**src/rtl/preproc_ctrl_pkg.sv**
```systemverilog
// ---------------------------------------------------------------------------
// preproc_ctrl_pkg
// Shared definitions for the preprocessing frame controller:
//   - state_t      : controller FSM states (IDLE, RUN, DRAIN)
//   - DEFAULT_*    : default sample width and sample pacing
//   - sat_add()    : signed add of sample and offset, saturated to a given
//                    two's complement width
// ---------------------------------------------------------------------------
package preproc_ctrl_pkg;

    typedef enum logic [1:0] {
        IDLE  = 2'd0,
        RUN   = 2'd1,
        DRAIN = 2'd2
    } state_t;

    localparam int DEFAULT_ADC_WIDTH         = 14;
    localparam int DEFAULT_CLOCKS_PER_SAMPLE = 3;

    // Operands arrive sign-extended to 32 bits; the sum is formed one bit
    // wider so it can never wrap, then clamped to the signed range of
    // 'width' bits. Callers keep the low 'width' bits of the result.
    function automatic logic signed [31:0] sat_add(
        input logic signed [31:0] sample,
        input logic signed [31:0] offset,
        input int unsigned        width
    );
        logic signed [32:0] sum;
        logic signed [32:0] hi;
        logic signed [32:0] lo;
        sum = 33'(sample) + 33'(offset);
        hi  = (33'sd1 <<< (width - 1)) - 33'sd1;
        lo  = -(33'sd1 <<< (width - 1));
        if (sum > hi) begin
            sat_add = 32'(hi);
        end else if (sum < lo) begin
            sat_add = 32'(lo);
        end else begin
            sat_add = 32'(sum);
        end
    endfunction

endpackage

```
**src/rtl/preproc_tick_gen.sv**
```systemverilog
// ---------------------------------------------------------------------------
// preproc_tick_gen
// Sample pacing counter. While 'en' is high the counter runs
// 0..CLOCKS_PER_SAMPLE-1 and wraps; 'tick' is high whenever the count is 0,
// so the first tick lands on the first enabled cycle. While 'en' is low the
// counter is held at 0 and no tick is produced.
// Ports:
//   clk  : clock
//   rst  : synchronous active-high reset
//   en   : counter enable (controller is in RUN)
//   tick : sample strobe
// ---------------------------------------------------------------------------
module preproc_tick_gen
    import preproc_ctrl_pkg::*;
#(
    parameter int CLOCKS_PER_SAMPLE = DEFAULT_CLOCKS_PER_SAMPLE
) (
    input  logic clk,
    input  logic rst,
    input  logic en,
    output logic tick
);

    localparam int CNT_W = (CLOCKS_PER_SAMPLE > 1) ? $clog2(CLOCKS_PER_SAMPLE) : 1;

    logic [CNT_W-1:0] cnt;

    always_ff @(posedge clk) begin
        if (rst || !en) begin
            cnt <= '0;
        end else if (cnt == CNT_W'(CLOCKS_PER_SAMPLE - 1)) begin
            cnt <= '0;
        end else begin
            cnt <= cnt + CNT_W'(1);
        end
    end

    assign tick = en && (cnt == '0);

endmodule

```
**src/rtl/preproc_frame_ctrl.sv**
```systemverilog
// ---------------------------------------------------------------------------
// preproc_frame_ctrl
// Sequencing controller for the preprocessing datapath (ADC clock domain).
// Selects one of NUM_SOURCES signed samples, adds a signed offset with
// saturation, paces output at one sample per CLOCKS_PER_SAMPLE clocks and
// frames the stream into packets of cfg_pkt_len beats (tlast on the final
// beat). A run sends cfg_pkt_num packets, or runs until cfg_stop when
// cfg_pkt_num is 0; a stop always completes the current packet.
//
// Optional build macro PREPROC_TEST_PATTERN_EN: source NUM_SOURCES-1 is
// replaced by an internal ramp (0 at start, +1 per loaded beat); the
// corresponding src_data slice is then ignored.
//
// Ports:
//   clk, rst        : clock, synchronous active-high reset
//   cfg_start       : start pulse (honoured in IDLE only)
//   cfg_stop        : graceful stop pulse (honoured in RUN only)
//   cfg_sel_source  : source index
//   cfg_offset      : signed offset added to each sample
//   cfg_pkt_len     : samples per packet (0 behaves as 1)
//   cfg_pkt_num     : packets per run (0 = continuous)
//   src_data        : packed sources, source i at [i*ADC_WIDTH +: ADC_WIDTH]
//   m_tdata/m_tvalid/m_tready/m_tlast : output stream
//   busy            : high outside IDLE
//   pkt_done_cnt    : packets accepted downstream in this run
//   overrun         : sticky, a tick found the previous beat still pending
// ---------------------------------------------------------------------------
module preproc_frame_ctrl
    import preproc_ctrl_pkg::*;
#(
    parameter int ADC_WIDTH         = DEFAULT_ADC_WIDTH,
    parameter int CLOCKS_PER_SAMPLE = DEFAULT_CLOCKS_PER_SAMPLE,
    parameter int NUM_SOURCES       = 4,
    parameter int PKT_LEN_WIDTH     = 16,
    localparam int SEL_W            = (NUM_SOURCES > 1) ? $clog2(NUM_SOURCES) : 1
) (
    input  logic                             clk,
    input  logic                             rst,
    input  logic                             cfg_start,
    input  logic                             cfg_stop,
    input  logic [SEL_W-1:0]                 cfg_sel_source,
    input  logic signed [ADC_WIDTH-1:0]      cfg_offset,
    input  logic [PKT_LEN_WIDTH-1:0]         cfg_pkt_len,
    input  logic [PKT_LEN_WIDTH-1:0]         cfg_pkt_num,
    input  logic [NUM_SOURCES*ADC_WIDTH-1:0] src_data,
    output logic signed [ADC_WIDTH-1:0]      m_tdata,
    output logic                             m_tvalid,
    input  logic                             m_tready,
    output logic                             m_tlast,
    output logic                             busy,
    output logic [PKT_LEN_WIDTH-1:0]         pkt_done_cnt,
    output logic                             overrun
);

    state_t                      state;
    logic [SEL_W-1:0]            lat_sel;
    logic signed [ADC_WIDTH-1:0] lat_offset;
    logic [PKT_LEN_WIDTH-1:0]    lat_pkt_len;
    logic [PKT_LEN_WIDTH-1:0]    lat_pkt_num;
    logic [PKT_LEN_WIDTH-1:0]    idx;
    logic [PKT_LEN_WIDTH-1:0]    pkt_load_cnt;
    logic                        stop_flag;
    logic signed [ADC_WIDTH-1:0] sel_sample;
`ifdef PREPROC_TEST_PATTERN_EN
    logic signed [ADC_WIDTH-1:0] ramp;
`endif

    logic tick;
    logic accept;
    logic drop;
    logic load;
    logic is_last;
    logic final_pkt;

    preproc_tick_gen #(
        .CLOCKS_PER_SAMPLE(CLOCKS_PER_SAMPLE)
    ) u_tick_gen (
        .clk (clk),
        .rst (rst),
        .en  (state == RUN),
        .tick(tick)
    );

    // A tick that finds an unaccepted beat drops its sample; otherwise it
    // loads a beat (the pending one, if any, is being accepted this cycle).
    assign accept    = m_tvalid && m_tready;
    assign drop      = tick && m_tvalid && !m_tready;
    assign load      = tick && !drop;
    assign is_last   = (idx == lat_pkt_len - PKT_LEN_WIDTH'(1));
    assign final_pkt = (lat_pkt_num != '0) &&
                       (pkt_load_cnt == lat_pkt_num - PKT_LEN_WIDTH'(1));

    always_comb begin
        sel_sample = '0;
        for (int i = 0; i < NUM_SOURCES; i++) begin
            if (lat_sel == SEL_W'(i)) begin
                sel_sample = src_data[i*ADC_WIDTH +: ADC_WIDTH];
            end
        end
`ifdef PREPROC_TEST_PATTERN_EN
        if (lat_sel == SEL_W'(NUM_SOURCES - 1)) begin
            sel_sample = ramp;
        end
`endif
    end

    always_ff @(posedge clk) begin
        if (rst) begin
            state        <= IDLE;
            busy         <= 1'b0;
            m_tdata      <= '0;
            m_tvalid     <= 1'b0;
            m_tlast      <= 1'b0;
            pkt_done_cnt <= '0;
            overrun      <= 1'b0;
            lat_sel      <= '0;
            lat_offset   <= '0;
            lat_pkt_len  <= '0;
            lat_pkt_num  <= '0;
            idx          <= '0;
            pkt_load_cnt <= '0;
            stop_flag    <= 1'b0;
`ifdef PREPROC_TEST_PATTERN_EN
            ramp         <= '0;
`endif
        end else begin
            if (accept && m_tlast) begin
                pkt_done_cnt <= pkt_done_cnt + PKT_LEN_WIDTH'(1);
            end

            if (load) begin
                m_tvalid <= 1'b1;
                m_tdata  <= ADC_WIDTH'(sat_add(32'(sel_sample), 32'(lat_offset), ADC_WIDTH));
                m_tlast  <= is_last;
                idx      <= is_last ? '0 : idx + PKT_LEN_WIDTH'(1);
                if (is_last) begin
                    pkt_load_cnt <= pkt_load_cnt + PKT_LEN_WIDTH'(1);
                end
`ifdef PREPROC_TEST_PATTERN_EN
                ramp <= ramp + ADC_WIDTH'(1);
`endif
            end else if (accept) begin
                m_tvalid <= 1'b0;
            end

            if (drop) begin
                overrun <= 1'b1;
            end

            case (state)
                IDLE: begin
                    if (cfg_start) begin
                        lat_sel      <= cfg_sel_source;
                        lat_offset   <= cfg_offset;
                        lat_pkt_len  <= (cfg_pkt_len == '0) ? PKT_LEN_WIDTH'(1) : cfg_pkt_len;
                        lat_pkt_num  <= cfg_pkt_num;
                        pkt_done_cnt <= '0;
                        idx          <= '0;
                        pkt_load_cnt <= '0;
                        overrun      <= 1'b0;
                        stop_flag    <= 1'b0;
`ifdef PREPROC_TEST_PATTERN_EN
                        ramp         <= '0;
`endif
                        state        <= RUN;
                        busy         <= 1'b1;
                    end
                end
                RUN: begin
                    if (cfg_stop) begin
                        stop_flag <= 1'b1;
                    end
                    // Runs only end on a loaded tlast beat, never mid-packet.
                    if (load && is_last && (final_pkt || stop_flag || cfg_stop)) begin
                        state <= DRAIN;
                    end
                end
                DRAIN: begin
                    if (accept) begin
                        state <= IDLE;
                        busy  <= 1'b0;
                    end
                end
                default: begin
                    state <= IDLE;
                    busy  <= 1'b0;
                end
            endcase
        end
    end

endmodule
```
**config.mk**
```make
export PLATFORM = sky130hd
export DESIGN_NAME = preproc_frame_ctrl
export DESIGN_NICKNAME = d
export VERILOG_FILES = /design/src/rtl/preproc_ctrl_pkg.sv /design/src/rtl/preproc_tick_gen.sv /design/src/rtl/preproc_frame_ctrl.sv
export SDC_FILE = /design/constraint.sdc
export NUM_CORES = 1
export LEC_CHECK = 0
export CELL_PAD_IN_SITES_DETAIL_PLACEMENT = 1
export CELL_PAD_IN_SITES_GLOBAL_PLACEMENT = 2
export CORE_MARGIN = 5
export CORE_UTILIZATION = 33
export CTS_CLUSTER_SIZE = 25
export DETAILED_ROUTE_END_ITERATION = 10
export PLACE_DENSITY = 0.91
export SLEW_MARGIN = 30
export SYNTH_ARGS = -nofsm -noshare
export SYNTH_HDL_FRONTEND = slang
export SYNTH_SLANG_ARGS = --single-unit
```
**constraint.sdc**
```tcl
create_clock -name clk -period 6.8 [get_ports clk]
set_clock_uncertainty 0.15 [all_clocks]
set_input_delay 0.68 -clock clk [delete_from_list [all_inputs] [get_ports clk]]
set_output_delay 0.68 -clock clk [all_outputs]
set_load 0.02 [all_outputs]
```
==> flow_metrics.tcl, run 1 <==
set metrics [dict create \
    status "complete, no violations" \
    placed_cell_area_um2 8710 \
    synth_edf_count 0 \
    timing.critical_path.mode_cell "nand4_1" \
    ys_top_cells_by_area "dfxtp_1 34%, nand2_1 6.8%, xor2_1 5.1%" \
    first_global_vias 6889 \
    dr.pass1.iters 4 \
    yosys_warnings 0 \
    total_power_mw 2.19 \
    ir_drop_mv 0.145 \
    max_freq_ghz 0.239 \
    yosys.area.top_type "dfxtp_1" \
    ys.flop_type "dfxtp_1" \
    drcViolationCount 0 \
    reg2reg_from "lat_sel[0]" \
    path_buf_inv 0 \
    clk_pin_slew_ns 0.06 \
    die_h_um 156 \
    dieArea_um2 24400 \
    cts_tree "built" \
    ctsHtreeMaxLevel 4 \
    clk_latency_ns 0.43 \
    die_w_um 156 \
    area_growth_pct 32.0 \
    wl_per_cell_um 17.4 \
    worst_pin_slew_ns 0.769 \
    worst_setup_path_start_kind "flop" \
    grt_pass1_wl_mm 35.7 \
    setup_tns_ns 0 \
    portBuffers 142 \
    cp.arrival_ns 4.36 \
    final_nets 1107 \
    viasPerCell 5.31 \
    yosysSeqAreaShare 0.337 \
    ctsHoldBuffers 0 \
    ys_seq_elements 119 \
    fin_crit_ns 4.18 \
    grt_max_degree 61 \
    utilization 0.443 \
    overflow 0 \
    syn_avg_cell_area_um2 8.30 \
    drv_slew 0 \
    ios 143 \
    finalCritPeriodShare 0.615 \
    synth_cells 851 \
    max_cap_violations 0 \
    hp-start "u_tick_gen.cnt[0]" \
    drt_wl_total_mm 21.9 \
    drive_gt1_frac 0.0801 \
    antenna_found_initial 0 \
    hold_viol 0 \
    maxSlewHeadroom 0.482 \
    dp_hpwl_mm 15.9 \
    post-cts-setup-buffers 0 \
    core_area_um2 21000 \
    cts_sinks 119 \
    drtIter0Drc 280 \
    cpPeakStageDelay_ns 0.66 \
    synth_top_area_frac 0.337 \
    synth.distinct_cells 67 \
    crit_start "lat_sel[0]" \
    finalInstanceArea_um2 9320 \
    leakage_nw 3.32 \
    async_flop_share 0 \
    critPathKind "reg -> reg" \
    n_antenna_cell 0 \
    rsz0062_at_grt "false" \
    ctsResizeCount 0 \
    track_usage 0.181 \
    routed-via-count 6694 \
    cp_top_family "simple AND/OR/NAND/NOR gates" \
    gp_congestion 0.825 \
    syn_nets 985 \
    cpMaxStageDelayCell "dfxtp_2" \
    setup_viol 0 \
    syn-cell-area_um2 7060 \
    cts_buffers 17 \
    start_util 0.336 \
    worstPathCellList "mux4_2, ha_1, o21ai_0, o21a_1, or3_1, nand4_1, nand4_1, maj3_1, a211oi_1" \
    min-delay-path-class "reg -> reg" \
    fp-row-count 53 \
    crit_required_ns 6.98 \
    power_density_nw_per_um2 235 \
    cts-root-buf "clkbuf_16" \
    end_kind "flop" \
    cts_buffer_depth 2 \
    drtAntennaViolNets 0 \
    critPathMaxFanout 15 \
]
[final cells by class]
cell class	instances	area, µm²
fill	2467	11700
multi-input combinational	666	4440
sequential	119	2380
timing repair buffer	149	1470
clock buffer	20	457
tap	275	344
clock inverter	12	151
inverter	20	75.1
[routing by layer]
metal,GRT usage,vias to the layer above,routed length (µm)
met5,0,-,0
met3,0.0520,10,1410
met2,0.304,151,10400
li1,-,3316,-
met4,0.0351,0,171
met1,0.233,3217,9940
[power by group]
| part | internal (mW) | total, mW | switching (mW) |
|---|---|---|---|
| Sequential | 0.733 | 0.774 | 0.0414 |
| Combinational | 0.229 | 0.479 | 0.250 |
| Clock | 0.593 | 0.941 | 0.348 |
[final timing paths]
check / slack, ns / cells past startpoint / end
worst max-delay path: 2.62 / 9 / m_tdata[5]
worst min-delay path: 0.29 / 1 / u_tick_gen.cnt[0]
worst max register to register: 2.62 / 9 / m_tdata[5]
worst min register to register: 0.29 / 1 / u_tick_gen.cnt[0]
[kinds of logic (layout without fill, tap and decap cells)]
family          Yosys count  after routing  share of synthesized area
buf+inv                  66            201                     0.0354
xor+xnor                 71             71                     0.0891
simple gates            369            369                      0.263
mux                      31             31                     0.0689
flops                   119            119                      0.337
compound gates          159            159                      0.145
fa+ha+maj                36             36                     0.0610
[cells in the final DEF (no fill, tap or decap), types with 7 or more instances in the layout]
cell,Yosys,final
nor4_1,14,14
a21oi_1,65,65
clkbuf_16,0,17
o21ai_0,22,22
nor3_1,41,41
nand2b_1,7,7
ha_1,24,24
a22o_1,10,10
nand4_1,23,23
nand2_1,127,127
or2_2,14,14
inv_1,20,20
and3_1,10,10
nor2_1,60,58
clkdlybuf4s50_1,0,141
or3_1,8,8
maj3_1,11,11
xor2_1,41,41
dfxtp_1,119,118
mux4_2,14,14
a211oi_1,17,17
nand3_1,26,26
xnor2_1,29,29
buf_4,0,7
mux2i_1,16,16
[per-stage QoR]
stage                     hold WS [ns]  instances  setup slack [ns]
final                            0.291       1261              2.62
after CTS                        0.297       1261              2.25
after global routing             0.320       1261              2.27
after global placement           0.264       1229              2.23
after floorplan                  0.250        851              2.67
after detailed placement         0.267       1229              2.30
[worst register-to-register path, cell delays in order, from the launching register on]
cell and delay (ns):
dfxtp_2 0.66, mux4_2 0.62, ha_1 0.37, o21ai_0 0.15, o21a_1 0.21, or3_1 0.44
nand4_1 0.11, nand4_1 0.54, maj3_1 0.60, a211oi_1 0.23
[flip-flops by register name (all words and copies together) (netlist names), 14 cells and up]
name / count
idx: 16
lat_pkt_len: 16
lat_pkt_num: 16
pkt_done_cnt: 16
pkt_load_cnt: 16
lat_offset: 14
m_tdata: 14
[synthesized netlist by cell type, types with 2 or more instances]
library cell	count
a21o_1	3
a211o_1	5
o31a_1	2
and3_1	10
dfxtp_1	119
and4_1	5
a21oi_1	65
clkbuf_1	39
buf_2	2
nor4b_1	3
or3_1	8
nor2_1	60
mux2i_1	16
nand3b_1	4
a22o_1	10
or2_2	14
o311ai_0	2
nand2b_1	7
mux4_2	14
nor4_1	14
nor2b_1	5
a31oi_1	6
nor4_4	2
ha_1	24
nor3_1	41
inv_1	20
xor2_1	41
a211oi_1	17
nand2_1	127
o21ai_0	22
nor3b_1	4
and2_1	4
o31ai_1	6
xnor2_1	29
o21a_1	5
nand3_1	26
and4b_1	2
maj3_1	11
buf_1	5
nand4_1	23
or4_1	3
(Power assumes the default switching activity.)
==> run 2: changes to the inputs <==
--- a/config.mk
+++ b/config.mk
@@ -8,10 +8,10 @@
 export CELL_PAD_IN_SITES_DETAIL_PLACEMENT = 1
 export CELL_PAD_IN_SITES_GLOBAL_PLACEMENT = 2
 export CORE_MARGIN = 5
-export CORE_UTILIZATION = 33
+export CORE_UTILIZATION = 28
 export CTS_CLUSTER_SIZE = 25
 export DETAILED_ROUTE_END_ITERATION = 10
-export PLACE_DENSITY = 0.91
+export PLACE_DENSITY = 0.83
 export SLEW_MARGIN = 30
 export SYNTH_ARGS = -nofsm -noshare
 export SYNTH_HDL_FRONTEND = slang
==> constraint.sdc (replaced) <==
create_clock -name clk -period 3.6 [get_ports clk]
set_clock_uncertainty 0.15 [all_clocks]
set_input_delay 0.36 -clock clk [delete_from_list [all_inputs] [get_ports clk]]
set_output_delay 0.36 -clock clk [all_outputs]
set_load 0.02 [all_outputs]
==> run 2 against run 1 <==
Cell count is 6.3% higher; design area is 3.2% higher; clock-buffer cell count is 2 lower; critical path depth is 2 higher; die area is 17% higher; total power is 91% higher; setup slack worse by 2.5 ns; sequential share of layout area is 0.80 points lower; via count is 1.1% higher; combinational power is 100% higher.
==> flow_metrics.tcl, run 2 (synthesis gave the netlist of run 1 again) <==
set metrics [dict create \
    status "complete, no violations" \
    drtAntennaViolNets 0 \
    min-delay-path-class "in -> reg" \
    post-cts-setup-buffers 0 \
    finalCritPeriodShare 0.960 \
    die_w_um 169 \
    ir_drop_mv 0.230 \
    gp_congestion 0.802 \
    power_density_nw_per_um2 436 \
    clk_pin_slew_ns 0.06 \
    drv_slew 0 \
    maxSlewHeadroom 0.424 \
    antenna_found_initial 1 \
    dp_cells 1308 \
    final_cell_mix "141 x clkdlybuf4s50_1, 127 x nand2_1, 119 x dfxtp_1, 64 x a21oi_1, 58 x nor2_1" \
    area_growth_pct 36.1 \
    cp.arrival_ns 3.64 \
    ctsResizeCount 0 \
    cts_buffer_depth 2 \
    worst_setup_path_start_kind "flop" \
    first_global_vias 6985 \
    hold_viol 0 \
    cpPeakStageDelay_ns 0.56 \
    ios 143 \
    n_fill_cell 2983 \
    overflow 0 \
    critPathMaxFanout 15 \
    cpMaxStageDelayCell "mux4_2" \
    ctsHoldBuffers 0 \
    drtIter0Drc 336 \
    worst_pin_slew_ns 0.861 \
    dieArea_um2 28500 \
    rsz0062_at_grt "false" \
    utilization 0.384 \
    end_kind "flop" \
    cp_top_family "simple AND/OR/NAND/NOR gates" \
    wl_per_cell_um 16.7 \
    drive_gt1_frac 0.105 \
    cts_buffers 17 \
    route.met3.wl_mm 1.36 \
    routed.top_layer "met4" \
    grt_pass1_wl_mm 36.7 \
    n_antenna_cell 0 \
    critPathKind "reg -> reg" \
    drt_wl_total_mm 22.4 \
    cts-root-buf "clkbuf_16" \
    grt_max_degree 37 \
    viasPerCell 5.05 \
    fin_cells 1340 \
    cts_tree "built" \
    fin_crit_ns 3.46 \
    path_buf_inv 2 \
    max_cap_violations 0 \
    ctsHtreeMaxLevel 4 \
    dpl_worst_slack_ns -0.112 \
    wl_met2_mm 10.7 \
    dr.pass1.iters 4 \
    mostFrequentLayoutCell "clkdlybuf4s50_1" \
    setup_slack_ns 0.145 \
    setup_viol 0 \
    core_area_um2 25000 \
    met1Wirelength_mm 10.2 \
    start_util 0.282 \
    fp-row-count 58 \
    worstPathCellList "buf_12, mux4_2, ha_1, o21ai_0, o21a_1, or3_1, nand4_1, nand4_1, buf_12, maj3_1, a211oi_2" \
    clk_latency_ns 0.42 \
    die_h_um 169 \
    crit_required_ns 3.79 \
    routed-via-count 6765 \
    track_usage 0.158 \
    total_power_mw 4.19 \
    drcViolationCount 0 \
    final_nets 1131 \
    cts_sinks 119 \
    leakage_nw 3.45 \
    dp_hpwl_mm 17.2 \
    portBuffers 142 \
    max_freq_ghz 0.289 \
]
run 2: cell count changes in the layout (fill, tap and decap cells not counted), moves of 2 or more:
cell / before / now
a211oi_1: 17 / 15
a211oi_2: 0 / 2
buf_12: 0 / 2
buf_4: 7 / 29
clkbuf_8: 2 / 0
clkinv_4: 1 / 4
clkinvlp_4: 5 / 3
inv_6: 0 / 2
run 2: path summary, 6_finish.rpt:
| kind | cells after the start | endpoint | slack (ns) | from |
|---|---|---|---|---|
| setup reg to reg | 11 | m_tdata[5] | 0.14 | lat_sel[0] |
| hold / removal | 2 | lat_pkt_len[9] | 0.13 | rst |
| hold reg to reg | 1 | u_tick_gen.cnt[0] | 0.27 | u_tick_gen.cnt[0] |
| setup / recovery | 11 | m_tdata[5] | 0.14 | lat_sel[0] |
run 2: through the flow:
| stage | hold WS [ns] | instance area (µm²) | TNS [ns] |
|---|---|---|---|
| 2_1_floorplan | 0.250 | 7070 | 0 |
| 3_3_place_gp | 0.262 | 8980 | 0 |
| 3_5_place_dp | 0.271 | 8980 | -0.648 |
| 4_1_cts | 0.102 | 9580 | 0 |
| 5_1_grt | 0.114 | 9610 | 0 |
| 6_report | 0.133 | 9610 | 0 |
run 2: report_power, final:
| part | internal, mW | total [mW] | leakage [nW] | switching (mW) |
|---|---|---|---|---|
| sequential | 1.38 | 1.46 | 0.969 | 0.0728 |
| combinational | 0.479 | 0.974 | 2.19 | 0.495 |
| clock | 1.09 | 1.76 | 0.287 | 0.671 |
| total | 2.96 | 4.19 | 3.45 | 1.24 |
run 2: routing by layer:
layer  GRT usage  up-vias
met5           0        -
met4      0.0286        0
met3      0.0439       12
met2       0.271      162
met1       0.200     3235
li1            -     3356
run 2: area by class of cell:
class                           count  area [µm²]  share of cell area
Multi-Input combinational cell    666        4470               0.464
Sequential cell                   119        2380               0.248
Timing Repair Buffer              173        1670               0.174
Clock buffer                       18         429              0.0446
Tap cell                          330         413              0.0429
Clock inverter                     14         175              0.0182
Inverter                           20        75.1             0.00781
